[src/rtl/chip8_draw_sequencer.sv]
// Multi-cycle DXYN sprite draw / 00E0 clear engine for the CHIP-8 core.
// Owns the single framebuffer port and shares it with scanout via a 1-bit round-robin.
module chip8_draw_sequencer (
  input  logic        clk,
  input  logic        rst_n,
  input  logic        start,
  input  logic        clear,
  input  logic [5:0]  x,
  input  logic [4:0]  y,
  input  logic [3:0]  n,
  input  logic [11:0] base_addr,
  output logic        busy,
  output logic        done,
  output logic        collision,
  output logic        mem_rd,
  output logic [11:0] mem_addr,
  input  logic [7:0]  mem_rdata,
  output logic        fb_rd,
  output logic        fb_wr,
  output logic [4:0]  fb_addr,
  output logic [63:0] fb_wdata,
  input  logic [63:0] fb_rdata,
  input  logic        scan_req,
  input  logic [4:0]  scan_addr,
  output logic        scan_gnt
);

  typedef enum logic [2:0] {IDLE, READ, MERGE, WRITE, CLEAR, DONE} state_t;

  typedef struct packed {
    logic [5:0]  x;
    logic [4:0]  y;
    logic [3:0]  n;
    logic [11:0] base;
  } draw_req_t;

  state_t       st, st_nxt;
  draw_req_t    req_q;
  logic [3:0]   row_q;
  logic [4:0]   clr_row_q;
  logic [63:0]  wdata_q;
  logic         ptr_scan_q;
  logic         seq_req, seq_gnt;
  logic [4:0]   draw_row;
  logic         last_row;
  logic [127:0] line_dbl;
  logic [63:0]  line;

  assign draw_row = req_q.y + {1'b0, row_q};
  assign last_row = (row_q + 4'd1) == req_q.n;
  // Shifting a doubled copy gives a 64-bit rotate: columns past 63 wrap to column 0.
  assign line_dbl = {mem_rdata, 56'b0, mem_rdata, 56'b0} >> req_q.x;
  assign line     = line_dbl[63:0];

  // Contested cycles go to whoever the pointer favours; uncontested requester always wins.
  always_comb begin
    seq_req  = (st == READ) || (st == WRITE) || (st == CLEAR);
    seq_gnt  = seq_req  && !(scan_req && ptr_scan_q);
    scan_gnt = scan_req && !(seq_req && !ptr_scan_q);
  end

  always_ff @(posedge clk or negedge rst_n) begin
    if (!rst_n) st <= IDLE;
    else        st <= st_nxt;
  end

  always_comb begin
    st_nxt = st;
    case (st)
      IDLE: begin
        if (clear)      st_nxt = CLEAR;
        else if (start) st_nxt = (n == 4'd0) ? DONE : READ;
      end
      READ:  if (seq_gnt) st_nxt = MERGE;
      MERGE: st_nxt = WRITE;
      WRITE: if (seq_gnt) st_nxt = last_row ? DONE : READ;
      CLEAR: if (seq_gnt && clr_row_q == 5'd31) st_nxt = DONE;
      DONE:  st_nxt = IDLE;
      default: st_nxt = IDLE;
    endcase
  end

  always_ff @(posedge clk or negedge rst_n) begin
    if (!rst_n) begin
      req_q      <= '0;
      row_q      <= '0;
      clr_row_q  <= '0;
      wdata_q    <= '0;
      collision  <= 1'b0;
      ptr_scan_q <= 1'b1;
    end else begin
      if (seq_req && scan_req) ptr_scan_q <= ~ptr_scan_q;
      case (st)
        IDLE: begin
          if (clear) begin
            collision <= 1'b0;
            clr_row_q <= '0;
          end else if (start) begin
            req_q     <= {x, y, n, base_addr};
            row_q     <= '0;
            collision <= 1'b0;
          end
        end
        MERGE: begin
          wdata_q   <= fb_rdata ^ line;
          collision <= collision | (|(fb_rdata & line));
        end
        WRITE: if (seq_gnt) row_q <= row_q + 4'd1;
        CLEAR: if (seq_gnt) clr_row_q <= clr_row_q + 5'd1;
        default: ;
      endcase
    end
  end

  always_comb begin
    busy     = (st != IDLE);
    done     = (st == DONE);
    mem_rd   = (st == READ);
    mem_addr = mem_rd ? (req_q.base + {8'b0, row_q}) : 12'd0;
    fb_rd    = scan_gnt || (seq_gnt && st == READ);
    fb_wr    = seq_gnt && (st == WRITE || st == CLEAR);
    fb_wdata = (seq_gnt && st == WRITE) ? wdata_q : 64'd0;
    fb_addr  = 5'd0;
    if (scan_gnt)     fb_addr = scan_addr;
    else if (seq_gnt) fb_addr = (st == CLEAR) ? clr_row_q : draw_row;
  end

endmodule

[config.mk]
export PLATFORM = sky130hd
export DESIGN_NAME = chip8_draw_sequencer
export DESIGN_NICKNAME = d
export VERILOG_FILES = /design/src/rtl/chip8_draw_sequencer.sv
export SDC_FILE = /design/constraint.sdc
export NUM_CORES = 1
export LEC_CHECK = 0
export BUFFER_PORTS_ARGS = -buffer_cell sky130_fd_sc_hd__buf_2
export CORE_AREA = 2 2 119 121
export DETAILED_ROUTE_END_ITERATION = 10
export DIE_AREA = 0 0 121 123
export HOLD_SLACK_MARGIN = 0.03
export PLACE_DENSITY = 0.8
export SLEW_MARGIN = 30
export SYNTH_ARGS = -nofsm -noshare
export SYNTH_HDL_FRONTEND = slang
export SYNTH_SLANG_ARGS = --single-unit
export TNS_END_PERCENT = 1
[constraint.sdc]
create_clock -name clk -period 3.09 [get_ports clk]
set_input_delay 0.618 -clock clk [delete_from_list [all_inputs] [get_ports clk]]
set_output_delay 0.618 -clock clk [all_outputs]
set_load 0.01 [all_outputs]
==> results of run 1 <==
==> final timing paths <==
kind | endpoint | slack [ps] | cells past startpoint
min reg2reg | wdata_q[28] | 500 | 1
max reg2reg | collision | 130 | 10
min | clr_row_q[1] | 170 | 1
max in group asynchronous | req_q[22] | 2120 | 2
max | collision | 130 | 10
min in group clk | req_q[16] | 490 | 2
==> cell usage after synthesis, drive strengths merged (3+ instances only) <==
cell    count  share of area (%)
mux2      106                 17
dfrtp     104                 37
ha         75                 13
and2       69                6.1
nor2       56                3.0
nand2      21                1.1
buf        20                1.5
clkbuf     19                1.0
nor4       18                1.6
o21ai      17                1.2
o22ai      17                1.5
a21oi      16                1.1
mux2i      13                1.8
nand3      12               0.85
nand2b     11               0.98
nor2b      10               0.89
xnor2      10                1.2
inv         9               0.48
or3         9               0.80
o22a        8                1.0
a22o        7               0.87
nor3        6               0.43
a21o        4               0.43
nand4       4               0.36
or2         4               0.36
xor2        4               0.50
nand3b      3               0.32
o31ai       3               0.32
==> metal layers <==
metal  track usage, %  vias up  share of wire [%]
li1                 -     2777                  -
met5                0        -                  0
met4             11.7        0                3.3
met3             3.23       39                4.9
met2             42.4      183                 48
met1             34.3     2857                 44
==> sequential cells by signal (all words and copies together), names as in the netlist <==
name / flops
req_q: 27
row_q: 4
clr_row_q: 5
st: 3
wdata_q: 64
ptr_scan_q: 1
collision: 1
==> per-stage QoR <==
| step | util (%) | area [µm²] | hold WS (ps) |
|---|---|---|---|
| floorplan | - | 7030 | 322 |
| global placement | 60.7 | 8260 | 481 |
| detailed placement | 60.7 | 8260 | 487 |
| CTS | 63.1 | 8580 | 180 |
| global route | 63.4 | 8620 | 200 |
| finish | 63.4 | 8620 | 174 |
==> kinds of logic after synthesis <==
group	count (synthesis)
flip-flops	105
AND/OR/NAND/NOR	229
adder cells (fa/ha/maj)	77
XOR/XNOR	14
AO/OA/AOI/OAI	79
buffers and inverters	49
multiplexers	120
==> critical path: stages (launching register included) <==
cell	delay, ps
dfrtp_1	710
mux2_2	430
nand2_1	80
mux2_2	200
mux2_2	250
nor2_1	70
ha_1	180
nor4_1	260
nand4_1	160
nor4_2	300
a41oi_1	150
==> where the power goes <==
group / switching [mW] / leakage [nW] / internal, mW / total [mW]
clock network: 0.586 / 0.155 / 0.656 / 1.24
registers: 0.539 / 1.26 / 2.07 / 2.61
logic: 2.24 / 2.91 / 2.13 / 4.37
total: 3.37 / 4.33 / 4.85 / 8.22
==> area by class of cell <==
type	instances	share of cell area, %
Antenna cell	1	0.0290
Clock buffer	9	2.61
Clock inverter	7	1.18
Inverter	10	0.435
Multi-Input combinational cell	519	49.2
Sequential cell	105	30.5
Tap cell	180	2.61
Timing Repair Buffer	216	13.5
==> timing repair <==
action | CTS | global route
gates resized for setup | 0 | 9
hold buffers | 0 | 0
setup endpoints to repair | 0 | 9
==> flow_summary.yaml, run 1 <==
clock_network:
  htree_levels: 3
  clock_sinks: 105
  cts_tree: "done"
  clk_latency_ps: 360
  clockBufferDepth: 2
  cts_buffers: 9
  clock-root-buffer: "clkbuf_16"
  path_clk_slew_ps: 80
  cts_setup_buffers: 0
setup_path:
  cp.required_ps: 3300
  critPathLaunch: "req_q[21]"
  critical_path_arrival_ps: 3160
  r2r_start: "req_q[21]"
  cp-end-kind: "flop"
  critPathKind: "reg2reg"
  cp-start-kind: "flop"
  worstPathMaxFanout: 16
drt:
  via_count: 5856
  drtIter0Drc: 402
  vias_per_cell: 5.59
  wire_per_inst_um: 18.2
  ant_nets: 0
  first_pass_iters: 4
  routed_wl_um: 19000
  drc: 0
yosys:
  synth-simple-area-share_pct: 17.5
  synth-compound-area-share_pct: 7.26
  ys_seq_elements: 105
  synth_adder_area_share_pct: 13.9
  ys_seq_area_share_pct: 37.4
  synthArstFlopShare_pct: 100
  muxShareOfSynthArea_pct: 19.2
  ys.flop_type: "dfrtp_1"
  ys_types: 46
  ys.warnings.count: 0
  synth_top_family_by_area: "multiplexers"
  synth_edf_count: 0
  syn_area_per_cell_um2: 10.5
  syn_nets: 859
  synth_area_um2: 7030
  synth-xor-area-share_pct: 1.74
  netlist_instances: 673
placed_design:
  dp.cells: 1030
  gp_congestion: 0.910
  portBuffers: 196
  dp_hpwl_um: 14400
  place_ws_ps: -54.1
finish:
  area.sequential_um2: 2630
  nets: 1047
  multi_input_area_um2: 4240
  layout_common_cells: "buf_2 (195), mux2_2 (103), dfrtp_1 (103)"
  n_fill_cell: 1136
  area_delta_synth_final_pct: 22.6
  final_cells: 1047
  drive_gt1_share_pct: 40.9
  final_common_cell: "buf_2"
global_routing:
  grt_usage_pct: 25.8
  grt_pass1_vias: 5817
  gr-total-overflow: 0
  grt_pass1_wl_um: 29300
  grt_max_degree: 81
  antenna_found_initial: 1
sta:
  worst_slack_ps: 133
  tns_ps: 0
  worst_pin_slew_ps: 635
  clock-skew-final_ps: 10.8
  hold_viol: 0
  slew_headroom_pct: 57.5
  grt_setup_unrepaired: "yes"
  fin_crit_ps: 2960
  maxSlewViolCount: 0
  setup_viol: 0
  max_clock_freq_ghz: 0.338
  fin_crit_sh_pct: 95.7
hold_path:
  hp-class: "in2async"
power:
  total_leakage_power_nw: 4.33
  power_density_nw_per_um2: 953
  peakVddDrop_mv: 0.377
  power.total_mw: 8.22
job:
  drv_cap: 0
floorplanning:
  dieArea_um2: 14900
  start_util_pct: 51.7
  io_pins: 197
  rows: 43
  die_w_um: 121
  fp.dieH_um: 123
  core_um2: 13600
run_status:
  status: "finished, final reports clean"
Note: power is estimated with default switching activity, not from simulation.
==> inputs of run 2 (changes only) <==
- ABC_AREA: default -> 1
- CELL_PAD_IN_SITES_DETAIL_PLACEMENT: default -> 1
- CELL_PAD_IN_SITES_GLOBAL_PLACEMENT: default -> 2
- CORE_AREA: 2 2 119 121 -> 2 2 162 164
- DIE_AREA: 0 0 121 123 -> 0 0 164 166
- PLACE_DENSITY: 0.8 -> 0.81
- SLEW_MARGIN: 30 -> default
==> flow_summary.yaml, run 2 <==
sta:
  setup_viol: 0
  max_clock_freq_ghz: 0.344
  fin_crit_sh_pct: 94.1
  fin_crit_ps: 2910
  worst_slack_ps: 184
  slew_headroom_pct: 42.4
  hold_ws_ps: 232
  worst_pin_slew_ps: 861
  hold_viol: 0
  tns_ps: 0
  maxSlewViolCount: 0
  clock-skew-final_ps: 10.5
  grt_setup_unrepaired: "no"
clock_network:
  post_cts_resized: 0
  clk_latency_ps: 360
  clockBufferDepth: 2
  path_clk_slew_ps: 80
  clock_sinks: 105
  cts_tree: "done"
  htree_levels: 3
  clock-root-buffer: "clkbuf_16"
  cts_setup_buffers: 0
  hold_buffers: 0
  cts_buffers: 9
hold_path:
  hp-class: "in2async"
drt:
  via_count: 7226
  vias_per_cell: 4.70
  ant_nets: 0
  wire_per_inst_um: 17.0
  drtIter0Drc: 311
  drc: 0
  first_pass_iters: 5
  routed_wl_um: 26100
job:
  drv_cap: 0
setup_path:
  critical_path.max_stage_delay_ps: 520
  cp.required_ps: 2470
  path_delay_family: "adder cells"
  cp_num_buf_inv: 3
  cp_common_cell: "o21ai_0"
  cpMaxStageDelayCell: "dfrtp_1"
  worstPathMaxFanout: 7
  cp-end-kind: "primary output"
  critical_path_arrival_ps: 2290
  worstPathCellList: "ha_1 -> inv_1 -> fa_1 -> inv_1 -> nor2_1 -> o21ai_0 -> o21ai_0 -> o21ai_0 -> buf_2"
  cp-start-kind: "flop"
  critPathKind: "reg2out"
placed_design:
  dp_hpwl_um: 20800
  dp.cells: 1517
  place_ws_ps: 442
  portBuffers: 196
  gp_congestion: 0.896
global_routing:
  grt_pass1_vias: 7542
  grt_pass1_wl_um: 40800
  gr-total-overflow: 0
  grt_usage_pct: 19.4
  antenna_found_initial: 5
  grt_max_degree: 70
yosys:
  synth_edf_count: 0
  ys.flop_type: "dfrtp_1"
  ys_seq_elements: 105
  ys_seq_area_share_pct: 35.9
  netlist_instances: 1022
  syn_area_per_cell_um2: 7.17
  syn_nets: 1208
  synth_area_um2: 7330
  synth_area_leader_cell: "dfrtp_1"
  synthTopCellsByCount: "nand2_1 (208), nor2_1 (188), inv_1 (106)"
  yosysMostFrequentCell: "nand2_1"
  ys_types: 32
  yosysTopAreaCellShare_pct: 35.5
  synthArstFlopShare_pct: 100
  ys_top_cells_by_area: "dfrtp_1 (36%), ha_1 (13%), nand2_1 (11%)"
  ys.warnings.count: 0
run_status:
  status: "finished, final reports clean"
power:
  power_density_nw_per_um2: 898
  peakVddDrop_mv: 0.294
  total_leakage_power_nw: 4.88
finish:
  final_cells: 1537
  layout_common_cells: "nand2_1 (208), buf_2 (195), nor2_1 (188)"
  area_delta_synth_final_pct: 22.3
  nets: 1379
  largest_reg_flops: 64
  regMostFlops: "wdata_q"
  reg_top3: "wdata_q x64, req_q x27, clr_row_q x5"
  final_common_cell: "nand2_1"
  drive_gt1_share_pct: 21.3
floorplanning:
  core_um2: 25600
  dieArea_um2: 27200
  start_util_pct: 28.6
  io_pins: 197
  fp.dieH_um: 166
  rows: 59
  die_w_um: 164
[run 2: cell types whose count changed in the layout (fill, tap and decap cells not counted), moves of 67 or more]
cell,previous run,this run
nor2_1,55,188
o21ai_0,17,99
nand2_1,21,208
mux2_2,103,10
inv_1,8,106
and2_1,69,2
[run 2: metal layers]
layer / global-route usage (%) / up-vias / part of all wire [%]
li1: - / 3636 / -
met1: 25.3 / 3400 / 45
met2: 32.4 / 153 / 48
met3: 3.00 / 37 / 3.7
met4: 6.79 / 0 / 2.5
met5: 0 / - / 0
[run 2: final timing paths]
check	startpoint	end	slack, ps	depth (start not counted)
min in group clk	base_addr[10]	req_q[10]	470	2
worst min-delay path	rst_n	wdata_q[31]	230	1
worst max-delay path	row_q[0]	fb_addr[2]	180	9
max in group asynchronous	rst_n	ptr_scan_q	2110	2
worst max register to register	req_q[22]	collision	460	15
worst min register to register	ptr_scan_q	ptr_scan_q	500	1
[run 2: through the flow]
step                util, %  area (µm²)  total power [mW]
floorplan                 -        7330              5.35
global placement       33.9        8670              6.87
detailed placement     33.9        8670              6.96
CTS                    34.9        8950              8.17
global route           35.0        8960              8.89
finish                 35.0        8960              8.05
[run 2: kinds of logic after synthesis]
family	share of synthesized area (%)
AOI/OAI and AO/OA	10.0
xor gates and xnor gates	0.359
adders and majority gates	13.3
buffers and inverters	8.79
DFF	35.9
muxes	2.00
and+or+nand+nor	29.6
[run 2: layout make-up]
type,count,area (µm²)
inverter,112,420
timing repair buffer,209,1140
sequential,105,2630
fill,3284,16700
multi-input combinational,756,4060
clock inverter,7,52.6
tap,335,419
antenna,4,10.0
clock buffer,9,225
[run 2: power breakdown]
group	leakage [nW]	switching, mW	internal, mW
Sequential	1.28	0.389	2.03
Combinational	3.46	2.99	1.48
Clock	0.137	0.599	0.557
Total	4.88	3.98	4.07
